**config.mk**
```make
export PLATFORM = sky130hd
export DESIGN_NAME = dmem_port_arbiter
export DESIGN_NICKNAME = d
export VERILOG_FILES = /design/src/rtl/dmem_port_arbiter_pkg.sv /design/src/rtl/dmem_port_arbiter_rr_arbiter2.sv /design/src/rtl/dmem_port_arbiter.sv
export SDC_FILE = /design/constraint.sdc
export NUM_CORES = 1
export LEC_CHECK = 0
export CORE_AREA = 2 2 124 126
export DETAILED_ROUTE_END_ITERATION = 12
export DIE_AREA = 0 0 126 128
export PLACE_DENSITY = 0.69
export SLEW_MARGIN = 15
export SYNTH_ARGS = -nofsm -noshare
export SYNTH_HDL_FRONTEND = slang
export SYNTH_SLANG_ARGS = --single-unit
```
**constraint.sdc**
```tcl
create_clock -name clk -period 6.6 [get_ports clk]
set_input_delay 1.98 -clock clk [delete_from_list [all_inputs] [get_ports clk]]
set_output_delay 1.98 -clock clk [all_outputs]
set_load 0.02 [all_outputs]
```
**src/rtl/dmem_port_arbiter_pkg.sv**
```systemverilog
// Shared types and constants for the two-port data-memory arbiter.
// Port indices are 1-bit so they can index grant vectors and compare with owner.
package dmem_port_arbiter_pkg;

  typedef enum logic {
    ARB_IDLE    = 1'b0,
    ARB_RD_WAIT = 1'b1
  } arb_state_e;

  localparam logic PORT_CORE = 1'b0;
  localparam logic PORT_LDR  = 1'b1;

  localparam int MEM_LAT_MIN = 1;
  localparam int MEM_LAT_MAX = 4;

endpackage

```
**src/rtl/dmem_port_arbiter_rr_arbiter2.sv**
```systemverilog
// Two-way round-robin picker. The pointer names the port that wins a tie and
// moves to the loser of every grant, so a lone requester always wins.
module rr_arbiter2
  import dmem_port_arbiter_pkg::*;
(
  input  logic       clk,
  input  logic       rst,
  input  logic       en,
  input  logic [1:0] req,
  output logic [1:0] gnt
);

  logic rr_ptr_q, rr_ptr_d;

  always_comb begin
    gnt = 2'b00;
    if (en) begin
      if (req == 2'b11) begin
        gnt = rr_ptr_q ? 2'b10 : 2'b01;
      end else begin
        gnt = req;
      end
    end
    rr_ptr_d = rr_ptr_q;
    if (gnt[PORT_CORE]) begin
      rr_ptr_d = PORT_LDR;
    end else if (gnt[PORT_LDR]) begin
      rr_ptr_d = PORT_CORE;
    end
  end

  always_ff @(posedge clk or posedge rst) begin
    if (rst) begin
      rr_ptr_q <= PORT_CORE;
    end else begin
      rr_ptr_q <= rr_ptr_d;
    end
  end

endmodule

```
**src/rtl/dmem_port_arbiter.sv**
```systemverilog
// Shares a single-port DMEM between the core (port 0) and the loader (port 1).
// One access per issue cycle, at most one read in flight, read data routed to its owner.
module dmem_port_arbiter
  import dmem_port_arbiter_pkg::*;
#(
  parameter int AW      = 32,
  parameter int DW      = 32,
  parameter int MEM_LAT = 1
) (
  input  logic            clk,
  input  logic            rst,
  input  logic            m0_req,
  input  logic            m0_we,
  input  logic [AW-1:0]   m0_addr,
  input  logic [DW-1:0]   m0_wdata,
  input  logic [DW/8-1:0] m0_be,
  output logic            m0_gnt,
  output logic            m0_rvalid,
  output logic [DW-1:0]   m0_rdata,
  input  logic            m1_req,
  input  logic            m1_we,
  input  logic [AW-1:0]   m1_addr,
  input  logic [DW-1:0]   m1_wdata,
  input  logic [DW/8-1:0] m1_be,
  output logic            m1_gnt,
  output logic            m1_rvalid,
  output logic [DW-1:0]   m1_rdata,
  output logic            core_stall,
  output logic            mem_en,
  output logic            mem_we,
  output logic [AW-1:0]   mem_addr,
  output logic [DW-1:0]   mem_wdata,
  output logic [DW/8-1:0] mem_be,
  input  logic [DW-1:0]   mem_rdata,
  output arb_state_e      dbg_state
);

  localparam int LCW = $clog2(MEM_LAT + 1);

  if (MEM_LAT < MEM_LAT_MIN || MEM_LAT > MEM_LAT_MAX) begin : g_bad_lat
    $error("dmem_port_arbiter: MEM_LAT must be in the range 1..4");
  end

  arb_state_e      state_q, state_d;
  logic [LCW-1:0]  lat_cnt_q, lat_cnt_d;
  logic            owner_q, owner_d;
  logic [DW-1:0]   rdata0_q, rdata0_d, rdata1_q, rdata1_d;
  logic            rd_done, can_issue, issue, sel, sel_we;
  logic [1:0]      gnt;

  // Grants are suppressed during reset so every output reads 0 while rst is high.
  rr_arbiter2 u_rr (
    .clk (clk),
    .rst (rst),
    .en  (can_issue),
    .req ({m1_req, m0_req}),
    .gnt (gnt)
  );

  always_comb begin
    rd_done   = (state_q == ARB_RD_WAIT) && (lat_cnt_q == LCW'(MEM_LAT));
    can_issue = !rst && ((state_q == ARB_IDLE) || rd_done);
    issue     = |gnt;
    sel       = gnt[PORT_LDR];
    sel_we    = sel ? m1_we : m0_we;

    m0_gnt    = gnt[PORT_CORE];
    m1_gnt    = gnt[PORT_LDR];

    mem_en    = issue;
    mem_we    = issue && sel_we;
    mem_addr  = '0;
    mem_wdata = '0;
    mem_be    = '0;
    if (issue) begin
      mem_addr  = sel ? m1_addr  : m0_addr;
      mem_wdata = sel ? m1_wdata : m0_wdata;
      mem_be    = sel ? m1_be    : m0_be;
    end

    // Returned data is forwarded in the rvalid cycle and held afterwards.
    m0_rvalid = rd_done && (owner_q == PORT_CORE);
    m1_rvalid = rd_done && (owner_q == PORT_LDR);
    rdata0_d  = m0_rvalid ? mem_rdata : rdata0_q;
    rdata1_d  = m1_rvalid ? mem_rdata : rdata1_q;
    m0_rdata  = rdata0_d;
    m1_rdata  = rdata1_d;

    core_stall = !rst && ((m0_req && !m0_gnt) ||
                          ((state_q == ARB_RD_WAIT) && (owner_q == PORT_CORE) && !rd_done));

    state_d   = state_q;
    lat_cnt_d = lat_cnt_q;
    owner_d   = owner_q;
    if (state_q == ARB_RD_WAIT) begin
      if (rd_done) begin
        state_d   = ARB_IDLE;
        lat_cnt_d = '0;
      end else begin
        lat_cnt_d = lat_cnt_q + LCW'(1);
      end
    end
    // A read issued in the completion cycle re-enters RD_WAIT directly.
    if (issue && !sel_we) begin
      state_d   = ARB_RD_WAIT;
      lat_cnt_d = LCW'(1);
      owner_d   = sel;
    end

    dbg_state = state_q;
  end

  always_ff @(posedge clk or posedge rst) begin
    if (rst) begin
      state_q   <= ARB_IDLE;
      lat_cnt_q <= '0;
      owner_q   <= PORT_CORE;
      rdata0_q  <= '0;
      rdata1_q  <= '0;
    end else begin
      state_q   <= state_d;
      lat_cnt_q <= lat_cnt_d;
      owner_q   <= owner_d;
      rdata0_q  <= rdata0_d;
      rdata1_q  <= rdata1_d;
    end
  end

endmodule

```
==> impl_table.tex <==
\begin{tabular}{lr}
\hline
Metric & Value \\
\hline
\multicolumn{2}{l}{\textbf{Status}} \\
Result of the run & finished, final reports clean \\
\multicolumn{2}{l}{\textbf{Clock network}} \\
Number of clock buffers inserted by TritonCTS & 9 \\
Clock Root Buffer & clkbuf\_16 \\
Buffer depth of the longest clock path & 2 \\
CTS Hold Bufs & 0 \\
Number of H-tree levels & 3 \\
Clock transition at the register clock pins on the worst setup and hold paths after CTS & 50 ps \\
Total number of clock tree sinks & 68 \\
CTS tree & built \\
Clock insertion delay at the later pin of the skew report & 320 ps \\
CTS-repair resized insts & 0 \\
Buffer count from post-CTS setup fixing & 0 \\
\multicolumn{2}{l}{\textbf{Yosys}} \\
Gate count after technology mapping & 429 \\
Share of the synthesized area in the top cell type & 40.31\% \\
Most used standard cell by instance count after synthesis & a21oi\_1 \\
Main flop type after synthesis & dfrtp\_1 \\
Simple-Gate Fraction of Synth Area & 12.60\% \\
Sequential share of the synthesized area & 40.31\% \\
Netlist area before placement & 0.004222 mm\^{}2 \\
Dominant combinational cell family by area after synthesis & compound AO/OA/AOI/OAI gates \\
Number of enable-type register cells in the synthesized netlist & 0 \\
Synth top area cells & dfrtp\_1, mux2\_2, o31ai\_1, nand4\_1, a21oi\_1 \\
Post-Synth XOR/XNOR Area & 0\% \\
Yosys warning count & 0 \\
Area leader, netlist & dfrtp\_1 \\
Mux contribution to synthesized area & 17.07\% \\
Complex-gate fraction of the synthesized area & 22.47\% \\
Total nets after synthesis & 603 \\
Synthesis-stage register bit count & 68 \\
Async set-reset flop share out of synthesis & 100.0\% \\
Adder-cell share of the synthesized area & 0\% \\
Most used standard cells in the synthesized netlist & a21oi\_1, nand4\_1, o31ai\_1 \\
Count of distinct cell types in the synthesized netlist & 25 \\
Synthesized area per cell & 9.840 um\^{}2 \\
\multicolumn{2}{l}{\textbf{Setup path}} \\
Cell count of the worst reg-to-reg path & 4 \\
Launching point of the worst reg2reg path & dbg\_state\$\_DFF\_PP0\_ \\
Reg2Reg Setup Slack & 4410 ps \\
Worst EP arrival & 4200 ps \\
Timing startpoint of the critical path & rst \\
Setup crit end kind & output pin \\
Reg-to-reg critical path endpoint & owner\_q\$\_DFFE\_PP0P\_ \\
Max FO, Critical Path & 64 \\
Critical Path Sink & mem\_addr[10] \\
Category of the critical setup timing path & in2out \\
CP Launch Type & input port \\
Worst EP required & 4620 ps \\
\multicolumn{2}{l}{\textbf{Floorplan}} \\
Number of primary I/O pins & 314 \\
DIE WIDTH & 126 um \\
FP Rows & 45 \\
Vertical die dimension & 128 um \\
Die outline area & 0.01613 mm\^{}2 \\
Initial Util & 28.40\% \\
Area inside the core boundary & 0.01486 mm\^{}2 \\
\multicolumn{2}{l}{\textbf{STA}} \\
Max-slew violation count & 0 \\
Fin crit period & 6184 ps \\
Setup violation total in the final timing report & 0 \\
Slew at the pin with the worst max-slew slack & 1020 ps \\
Final Cycle Share & 93.70\% \\
Final worst hold slack & 494.9 ps \\
Max Freq & 161.7 MHz \\
Final TNS setup & 0 ps \\
Worst Clk Skew & 4.108 ps \\
Worst-case headroom to the max-slew limit & 31.89\% \\
Final hold violation count & 0 \\
Unrepaired setup endpoints after global routing & false \\
Post-route worst setup slack & 415.9 ps \\
\multicolumn{2}{l}{\textbf{Power and ir drop}} \\
Proportion of total power due to net switching & 40.08\% \\
Cell internal pwr & 0.001765 W \\
Net switching component of the power & 0.001180 W \\
Share of power burned in registers & 23.5\% \\
Fraction of power consumed by the clock network & 14.9\% \\
Leak & 2.857 nW \\
Power density over the cells & 379.0 mW/mm\^{}2 \\
VDD IR max & 0.0001531 V \\
Tot Pwr & 0.002945 W \\
Combinational Power Share & 61.5\% \\
\multicolumn{2}{l}{\textbf{Cells and area}} \\
Antenna diode count & 0 \\
Area Overhead vs Synth & 84.02\% \\
Total number of nets in the final design & 878 \\
Fraction of layout instances using a drive strength above 1 & 14.67\% \\
Final core utilization & 52.26\% \\
\multicolumn{2}{l}{\textbf{Placement}} \\
Port Buf Inserts & 313 \\
Gpl congestion & 0.8304 \\
Post-Place Setup Slack & 439.2 ps \\
Post-DP HPWL & 11.99 mm \\
\multicolumn{2}{l}{\textbf{Detailed routing}} \\
Router iterations before antenna repair & 5 \\
Post-detailed-route via-to-cell ratio & 5.357 \\
Count of routing violations after the opening detailed-route iteration & 271 \\
Via count & 4,805 \\
Remaining design rule violation count & 0 \\
Routed Wire Length & 16.67 mm \\
Detail Route Antenna Nets & 0 \\
Mean routed wirelength per cell & 18.58 um \\
\multicolumn{2}{l}{\textbf{GRT}} \\
Largest net degree at the start of global routing & 70 \\
Number of antenna violations at the first check in global routing & 0 \\
Number of global-route vias before repair & 4,846 \\
GRT Overall Usage & 19.23\% \\
Wire length of the first global-routing pass & 25.28 mm \\
Global route overflow & 0 \\
\multicolumn{2}{l}{\textbf{Min path}} \\
Worst min path class & reg2reg \\
\multicolumn{2}{l}{\textbf{Flow run}} \\
Number of max-cap violations & 0 \\
\hline
\end{tabular}
[final cells by class]
type,count,area [um^2]
tap,188,235.2
inverter,5,18.77
timing repair buffer,325,3298
multi-input combinational,295,2236
clock inverter,5,36.28
fill,1335,7096
sequential,68,1702
clock buffer,11,242.7
[metal layers]
metal	wire [um]	vias to the layer above	GRT usage, %
met5	0	-	0
met4	354	0	5.818
met3	1303	33	5.050
met2	8686	236	34.91
met1	6322	2313	22.18
li1	-	2223	-
[worst min path at each step]
stage	startpoint	endpoint	slack [ps]	cells after the start
2_1_floorplan	owner_q$_DFFE_PP0P_	owner_q$_DFFE_PP0P_	490	1
3_3_place_gp	rdata0_q[26]$_DFF_PP0_	rdata0_q[26]$_DFF_PP0_	480	1
3_5_place_dp	rdata1_q[1]$_DFF_PP0_	rdata1_q[1]$_DFF_PP0_	490	1
4_1_cts	rdata1_q[1]$_DFF_PP0_	rdata1_q[1]$_DFF_PP0_	500	1
5_1_grt	rdata1_q[1]$_DFF_PP0_	rdata1_q[1]$_DFF_PP0_	500	1
6_report	rdata1_q[1]$_DFF_PP0_	rdata1_q[1]$_DFF_PP0_	490	1
[layout by cell type (no fill, tap or decap), types with 2 or more instances in the layout]
master / netlist / layout
clkdlybuf4s50_1: 0 / 313
nand2b_2: 0 / 3
buf_4: 5 / 6
clkinvlp_4: 0 / 3
dfrtp_1: 68 / 68
inv_1: 5 / 4
nand4_1: 69 / 69
nand2b_1: 5 / 2
mux2_2: 64 / 64
o31ai_1: 69 / 69
clkbuf_16: 0 / 9
nor2b_4: 0 / 3
buf_12: 0 / 6
a21oi_1: 70 / 70
o21ai_0: 3 / 3
[worst max-delay path: stages]
cell and delay, ps:
clkdlybuf4s50_1 510, nand2b_2 340, buf_12 240, o31ai_1 430, a21oi_1 130, clkdlybuf4s50_1 550
[power by group through the flow]
stage | sequential (W) | combinational, W | clock, W
floorplan | 0.000675 | 0.00101 | 0
global placement | 0.000685 | 0.00179 | 0
detailed placement | 0.000700 | 0.00182 | 0
CTS | 0.000694 | 0.00183 | 0.000454
global route | 0.000713 | 0.00191 | 0.000477
finish | 0.000693 | 0.00181 | 0.000439
[cells by family (layout without fill, tap and decap cells)]
family,Yosys count,count (layout)
compound gates,147,147
buf+inv,66,346
flops,68,68
mux,64,64
simple gates,84,84
[registers in the layout, summed over array words and instances (netlist names)]
name	cells
dbg_state	1
lat_cnt_q	1
rdata0_q	32
rdata1_q	32
owner_q	1
u_rr.rr_ptr_q	1
[through the flow]
stage          instances  area (um^2)
2_1_floorplan        429         4222
3_3_place_gp         881         7490
3_5_place_dp         881         7490
4_1_cts              897         7769
5_1_grt              897         7769
6_report             897         7769
Power figures use the tool's default switching activity.
